<file path="config.mk">
export PLATFORM = sky130hd
export DESIGN_NAME = pipe_ctrl
export DESIGN_NICKNAME = d
export VERILOG_FILES = /design/src/rtl/ctrl_pkg.sv /design/src/rtl/cw_decode.sv /design/src/rtl/pipe_ctrl.sv
export SDC_FILE = /design/constraint.sdc
export NUM_CORES = 1
export LEC_CHECK = 0
export CELL_PAD_IN_SITES_DETAIL_PLACEMENT = 1
export CELL_PAD_IN_SITES_GLOBAL_PLACEMENT = 1
export CORE_MARGIN = 4
export CORE_UTILIZATION = 32
export DETAILED_ROUTE_END_ITERATION = 8
export HOLD_SLACK_MARGIN = 0.08
export MAX_ROUTING_LAYER = met4
export PLACE_DENSITY_LB_ADDON = 0.3
export SLEW_MARGIN = 15
export SYNTH_ARGS = -nofsm -noshare
export SYNTH_HDL_FRONTEND = slang
export SYNTH_SLANG_ARGS = --single-unit
</file>
<file path="constraint.sdc">
create_clock -name clk -period 1.6 [get_ports clk]
set_input_delay 0.32 -clock clk [delete_from_list [all_inputs] [get_ports clk]]
set_output_delay 0.32 -clock clk [all_outputs]
set_load 0.05 [all_outputs]
</file>
<file path="src/rtl/ctrl_pkg.sv">
// Shared opcode encodings, control-word bit positions and the stage record
// carried through the EX, MEM and WB control registers.
package ctrl_pkg;

   localparam int OP_W  = 7;
   localparam int CW_W  = 8;
   localparam int REG_W = 5;

   localparam logic [OP_W-1:0] OP_NOP  = 7'b0000000;
   localparam logic [OP_W-1:0] OP_ADDI = 7'b0010011;
   localparam logic [OP_W-1:0] OP_ALU  = 7'b0110011;
   localparam logic [OP_W-1:0] OP_LW   = 7'b0000011;
   localparam logic [OP_W-1:0] OP_SW   = 7'b0100011;
   localparam logic [OP_W-1:0] OP_BEQ  = 7'b1100011;
   localparam logic [OP_W-1:0] OP_FPU  = 7'b1010011;

   localparam int CW_ALUSRC   = 7;
   localparam int CW_MEMTOREG = 6;
   localparam int CW_REGWRITE = 5;
   localparam int CW_MEMREAD  = 4;
   localparam int CW_MEMWRITE = 3;
   localparam int CW_BRANCH   = 2;
   localparam int CW_ALUOP_HI = 1;
   localparam int CW_ALUOP_LO = 0;

   typedef struct packed {
      logic             valid;
      logic [CW_W-1:0]  cw;
      logic [REG_W-1:0] rd;
      logic             is_fpu;
   } stage_t;

   function automatic logic [CW_W-1:0] cw_encode(input logic [OP_W-1:0] opcode);
      logic [CW_W-1:0] cw;
      case (opcode)
         OP_ADDI: cw = 8'b10100000;
         OP_ALU:  cw = 8'b00100010;
         OP_LW:   cw = 8'b11110000;
         OP_SW:   cw = 8'b10001000;
         OP_BEQ:  cw = 8'b00000101;
         OP_FPU:  cw = 8'b00100011;
         default: cw = '0;
      endcase
      return cw;
   endfunction

endpackage

</file>
<file path="src/rtl/cw_decode.sv">
// Purpose: opcode -> control word, illegal flag, rs2 usage and FPU class.
// Latency: combinational, zero cycles.
// Backpressure: none; pure decode, the caller decides what to do with it.
module cw_decode
   import ctrl_pkg::*;
(
   input  logic [OP_W-1:0] opcode,
   output logic [CW_W-1:0] cw,
   output logic            illegal,
   output logic            uses_rs2,
   output logic            is_fpu
);

   always_comb begin
      cw       = cw_encode(opcode);
      illegal  = 1'b0;
      uses_rs2 = 1'b0;
      is_fpu   = 1'b0;
      case (opcode)
         OP_NOP, OP_ADDI, OP_LW: begin
         end
         OP_ALU, OP_SW, OP_BEQ: uses_rs2 = 1'b1;
         OP_FPU: begin
            uses_rs2 = 1'b1;
            is_fpu   = 1'b1;
         end
         default: illegal = 1'b1;
      endcase
   end

endmodule

</file>
<file path="src/rtl/pipe_ctrl.sv">
// Purpose: decode ID opcode and carry controls through EX/MEM/WB with hazard control.
// Latency: ID at t shows at EX t+1, MEM t+2, WB t+3 when nothing stalls.
// Backpressure: ext_stall freezes everything; FPU hold and load-use stall ID via stall_id.
module pipe_ctrl
   import ctrl_pkg::*;
#(
   parameter int REGW    = REG_W,
   parameter int FPU_LAT = 4,
   parameter int OPW     = OP_W
)(
   input  logic            clk,
   input  logic            rstn,
   input  logic            valid_id,
   input  logic [OPW-1:0]  opcode_id,
   input  logic [REGW-1:0] rs1_id,
   input  logic [REGW-1:0] rs2_id,
   input  logic [REGW-1:0] rd_id,
   input  logic            branch_taken_ex,
   input  logic            ext_stall,
   output logic            stall_id,
   output logic            illegal_id,
   output logic            alusrc_ex,
   output logic            branch_ex,
   output logic [1:0]      alu_op_ex,
   output logic [REGW-1:0] rd_ex,
   output logic            memread_mem,
   output logic            memwrite_mem,
   output logic            memtoreg_wb,
   output logic            regwrite_wb,
   output logic [REGW-1:0] rd_wb,
   output logic            fpu_busy
);

   localparam int CNT_W = $clog2(FPU_LAT + 1);

   stage_t           id_rec, ex_q, mem_q, wb_q;
   logic [CNT_W-1:0] cnt_q;
   logic [CW_W-1:0]  dec_cw;
   logic             dec_illegal, dec_uses_rs2, dec_is_fpu;
   logic             load_use, ex_hold;
   logic             unused_wb;

   cw_decode u_decode (
      .opcode   (opcode_id),
      .cw       (dec_cw),
      .illegal  (dec_illegal),
      .uses_rs2 (dec_uses_rs2),
      .is_fpu   (dec_is_fpu)
   );

   // Empty or illegal ID slots become fully zeroed bubbles.
   always_comb begin
      id_rec = '0;
      if (valid_id && !dec_illegal) begin
         id_rec.valid  = 1'b1;
         id_rec.cw     = dec_cw;
         id_rec.rd     = rd_id;
         id_rec.is_fpu = dec_is_fpu;
      end
   end

   assign ex_hold  = ex_q.valid & ex_q.is_fpu & (int'(cnt_q) < FPU_LAT - 1);
   assign load_use = valid_id & ex_q.valid & ex_q.cw[CW_MEMREAD] & (ex_q.rd != '0)
                   & ((ex_q.rd == rs1_id) | (dec_uses_rs2 & (ex_q.rd == rs2_id)));

   always_ff @(posedge clk or negedge rstn) begin
      if (!rstn) begin
         ex_q  <= '0;
         mem_q <= '0;
         wb_q  <= '0;
         cnt_q <= '0;
      end else if (!ext_stall) begin
         wb_q <= mem_q;
         if (branch_taken_ex) begin
            mem_q <= ex_q;
            ex_q  <= '0;
            cnt_q <= '0;
         end else if (ex_hold) begin
            mem_q <= '0;
            cnt_q <= cnt_q + 1'b1;
         end else if (load_use) begin
            mem_q <= ex_q;
            ex_q  <= '0;
            cnt_q <= '0;
         end else begin
            mem_q <= ex_q;
            ex_q  <= id_rec;
            cnt_q <= '0;
         end
      end
   end

   // Combinational outputs are gated so the whole port reads zero in reset.
   assign stall_id   = rstn & (ext_stall | (~branch_taken_ex & (ex_hold | load_use)));
   assign illegal_id = rstn & valid_id & dec_illegal;
   assign fpu_busy   = ex_hold;

   assign alusrc_ex    = ex_q.valid & ex_q.cw[CW_ALUSRC];
   assign branch_ex    = ex_q.valid & ex_q.cw[CW_BRANCH];
   assign alu_op_ex    = ex_q.cw[CW_ALUOP_HI:CW_ALUOP_LO] & {2{ex_q.valid}};
   assign rd_ex        = ex_q.rd & {REGW{ex_q.valid}};
   assign memread_mem  = mem_q.valid & mem_q.cw[CW_MEMREAD];
   assign memwrite_mem = mem_q.valid & mem_q.cw[CW_MEMWRITE];
   assign memtoreg_wb  = wb_q.valid & wb_q.cw[CW_MEMTOREG];
   assign regwrite_wb  = wb_q.valid & wb_q.cw[CW_REGWRITE];
   assign rd_wb        = wb_q.rd & {REGW{wb_q.valid}};

   assign unused_wb = ^{wb_q.cw[CW_ALUSRC], wb_q.cw[CW_MEMREAD:CW_ALUOP_LO], wb_q.is_fpu};

endmodule

</file>
==> run_results.csv <==
group,metric,value,unit
die,io-pin-count,48,
sta,min_period_over_period,1.40,
clock_network,holdBufCountCts,0,
yosys,ys_warn_count,0,
critical_path,r2r_end,"ex_q[1]",
yosys,yosys_most_used_dff,"dfrtp_1",
global_routing,antenna_found_initial,0,
clock_network,tritoncts,"yes",
final_layout,drive_gt1_frac,0.376,
detailed_routing,drtIter0Drc,45,
global_routing,grt.overflow.total,0,
power,pwr-share-seq,0.494,
critical_path,worst-path-max-fanout,3,
sta,post-route-min-period,2.23,ns
clock_network,path_clk_slew,0.07,ns
clock_network,ctsHtreeMaxLevel,2,
place,place_ws,-0.682,ns
final_layout,nNetsFinal,290,
critical_path,setup.worst_path.start_class,"flip-flop",
power,power.share.clock,0.364,
final_layout,area_growth,69.4,%
final_layout,diodes,0,
die,die_area,6700,sq um
yosys,synth_area,1750,sq um
detailed_routing,postRouteAntennaNets,0,
critical_path,cpMaxStageDelayCell,"dfrtp_1",
sta,finalWorstSetupSlack,-0.635,ns
place,portBuffers,47,
power,power_frac_comb,0.141,
sta,fmaxAchievable,0.448,GHz
clock_network,clock_path_buffers,2,
detailed_routing,vias_per_cell,4.95,
power,p_sw_frac,0.236,
yosys,synth_cell_types,36,
final_layout,layout_commonest_cell,"buf_4",
die,dieHeight,81.9,microns
critical_path,crit_path_max_incr_delay,0.42,ns
die,core_area,5200,sq um
sta,hold_viol,0,
critical_path,path_cells,"buf_4 -> xor2_1 -> nor3_1 -> nand3_1 -> a211oi_2 -> o21a_2 -> buf_12",
sta,slew_headroom,0.753,
die,rows,26,
power,leakagePower,1.36,nW
place,hpwlAfterDp,4.11,mm
clock_network,cts-root-buf,"clkbuf_8",
critical_path,cp.required,1.28,ns
global_routing,grt_max_degree,30,
critical_path,cp.arrival,1.91,ns
critical_path,timing.rr.start,"ex_q[4]",
detailed_routing,first_pass_iters,4,
global_routing,grt_first_pass_wirelength,8.89,mm
critical_path,r2r_cells,7,
yosys,async_flop_share,1.00,
critical_path,crit_path_end_kind,"output port",
yosys,postSynthAreaPerCell,9.81,sq um
yosys,synth_seq_cells,34,
power,power.internal,0.00134,W
outcome,outcome,"finished, violations left",
sta,slew_viol_final,0,
power,ir_drop,0.000375,V
die,initial_utilization,0.336,
hold_path,hold_path.class,"input port to flip-flop",
power,p_per_area,593,nW/um^2
yosys,synth_edf_count,0,
yosys,netlist_instances,178,
sta,setup_viol,16,
die,die_w,81.9,microns
clock_network,cts_buffers,5,
critical_path,r2r_slack,-0.22,ns
critical_path,crit_type,"flip-flop to output port",
power,power,0.00176,W
detailed_routing,wl_per_cell,15.9,microns
hold_path,worstHoldEndpoint,"ex_q[0]",
clock_network,clock_latency,0.28,ns
sta,rsz0062_at_grt,"true",
hold_path,hp-start,"opcode_id[1]",
detailed_routing,vias,1647,
job,drv_cap,0,
yosys,seq_area_frac_synth,0.487,
sta,fin_skew,0.00333,ns
power,p_sw,0.000414,W
yosys,synthesis.nets,206,
detailed_routing,finalWirelength,5.29,mm
global_routing,grt_pass1_vias,1830,
global_routing,track_usage,0.180,
detailed_routing,drc,0,
hold_path,hold_depth,4,
clock_network,clock-sinks,34,
place,gp_congestion,0.779,
final_layout,layout_common_cells,"buf_4, dfrtp_1, nand2_1",
outcome,failed_checks,"negative setup slack",
sta,tightest_slew,0.370,ns
==> power by group through the flow <==
stage | Sequential, W | Clock (W) | Combinational [W]
after floorplan | 0.000883 | 0 | 0.0000824
after global placement | 0.000884 | 0 | 0.000227
after detailed placement | 0.000884 | 0 | 0.000231
after CTS | 0.000868 | 0.000663 | 0.000242
after global routing | 0.000868 | 0.000702 | 0.000267
final | 0.000868 | 0.000640 | 0.000248
==> Yosys cell counts, types with 2 or more instances <==
cell type / number / area (sq um)
buf_2: 2 / 10.0
and2_1: 19 / 119
clkbuf_1: 6 / 22.5
nor4_1: 3 / 18.8
nor2_1: 5 / 18.8
o41ai_1: 2 / 17.5
xor2_1: 8 / 70.1
o21ai_0: 14 / 70.1
a22o_1: 9 / 78.8
dfrtp_1: 34 / 851
mux2_2: 8 / 90.1
nor3_1: 4 / 20.0
nand3_1: 4 / 20.0
xnor2_1: 4 / 35.0
nand4_1: 5 / 31.3
inv_1: 2 / 7.51
a21oi_1: 4 / 20.0
nand2_1: 27 / 101
==> registers in the layout, indices dropped and copies added, names as in the netlist <==
register / flops
cnt_q: 3
ex_q: 14
mem_q: 9
wb_q: 8
==> critical path: cells and delay by family (launching register included) <==
family,cells,cell delay [ns]
AO/OA/AOI/OAI,2,0.43
flip-flops,1,0.42
buffers and inverters,2,0.31
XOR/XNOR,1,0.15
AND/OR/NAND/NOR,2,0.32
==> how the worst max path moves through the flow <==
stage / from / to / slack (ns) / depth (start not counted)
after floorplan: opcode_id[6] / ex_q[0] / -0.23 / 6
after global placement: opcode_id[0] / ex_q[0] / -0.63 / 6
after detailed placement: opcode_id[0] / ex_q[0] / -0.68 / 6
after CTS: ex_q[4] / stall_id / -0.64 / 7
after global routing: ex_q[4] / stall_id / -0.73 / 7
final: ex_q[4] / stall_id / -0.63 / 7
==> metal layers <==
| layer | vias to the layer above | part of all wire | GRT usage |
|---|---|---|---|
| li1 | 789 | - | - |
| met1 | 817 | 0.40 | 0.192 |
| met2 | 32 | 0.55 | 0.336 |
| met3 | 9 | 0.035 | 0.0362 |
| met4 | 0 | 0.017 | 0.0482 |
| met5 | - | 0 | - |
==> area by class of cell <==
class | instances | area, sq um
clock buffer | 7 | 86.3
clock inverter | 1 | 5.00
fill | 582 | 2250
inverter | 2 | 7.51
multi-input combinational | 132 | 923
sequential | 34 | 852
tap | 70 | 87.6
timing repair buffer | 87 | 997
==> through the flow <==
step / hold WS (ns) / setup TNS (ns) / area, sq um / util / std cells
finish: 0.452 / -4.04 / 2960 / 0.569 / 333
global route: 0.467 / -5.71 / 2960 / 0.569 / 333
CTS: 0.435 / -2.52 / 2920 / 0.561 / 331
detailed placement: 0.472 / -12.21 / 2740 / 0.526 / 318
global placement: 0.470 / -10.75 / 2740 / 0.526 / 318
floorplan: 0.0244 / -1.34 / 1770 / - / 178
==> repair_timing <==
| item | 4_1_cts | 5_1_grt |
|---|---|---|
| buffers inserted | 5 | 2 |
| resized for setup | 36 | 10 |
| endpoints found under the setup margin | 21 | 27 |
| pin swaps | 7 | 5 |
==> cell families after synthesis <==
kind of cell / share of synthesized area
compound gates: 0.138
xor+xnor: 0.0602
flops: 0.487
fa+ha+maj: 0.00716
mux: 0.0516
buf+inv: 0.0315
simple gates: 0.224
(Power assumes the default switching activity.)
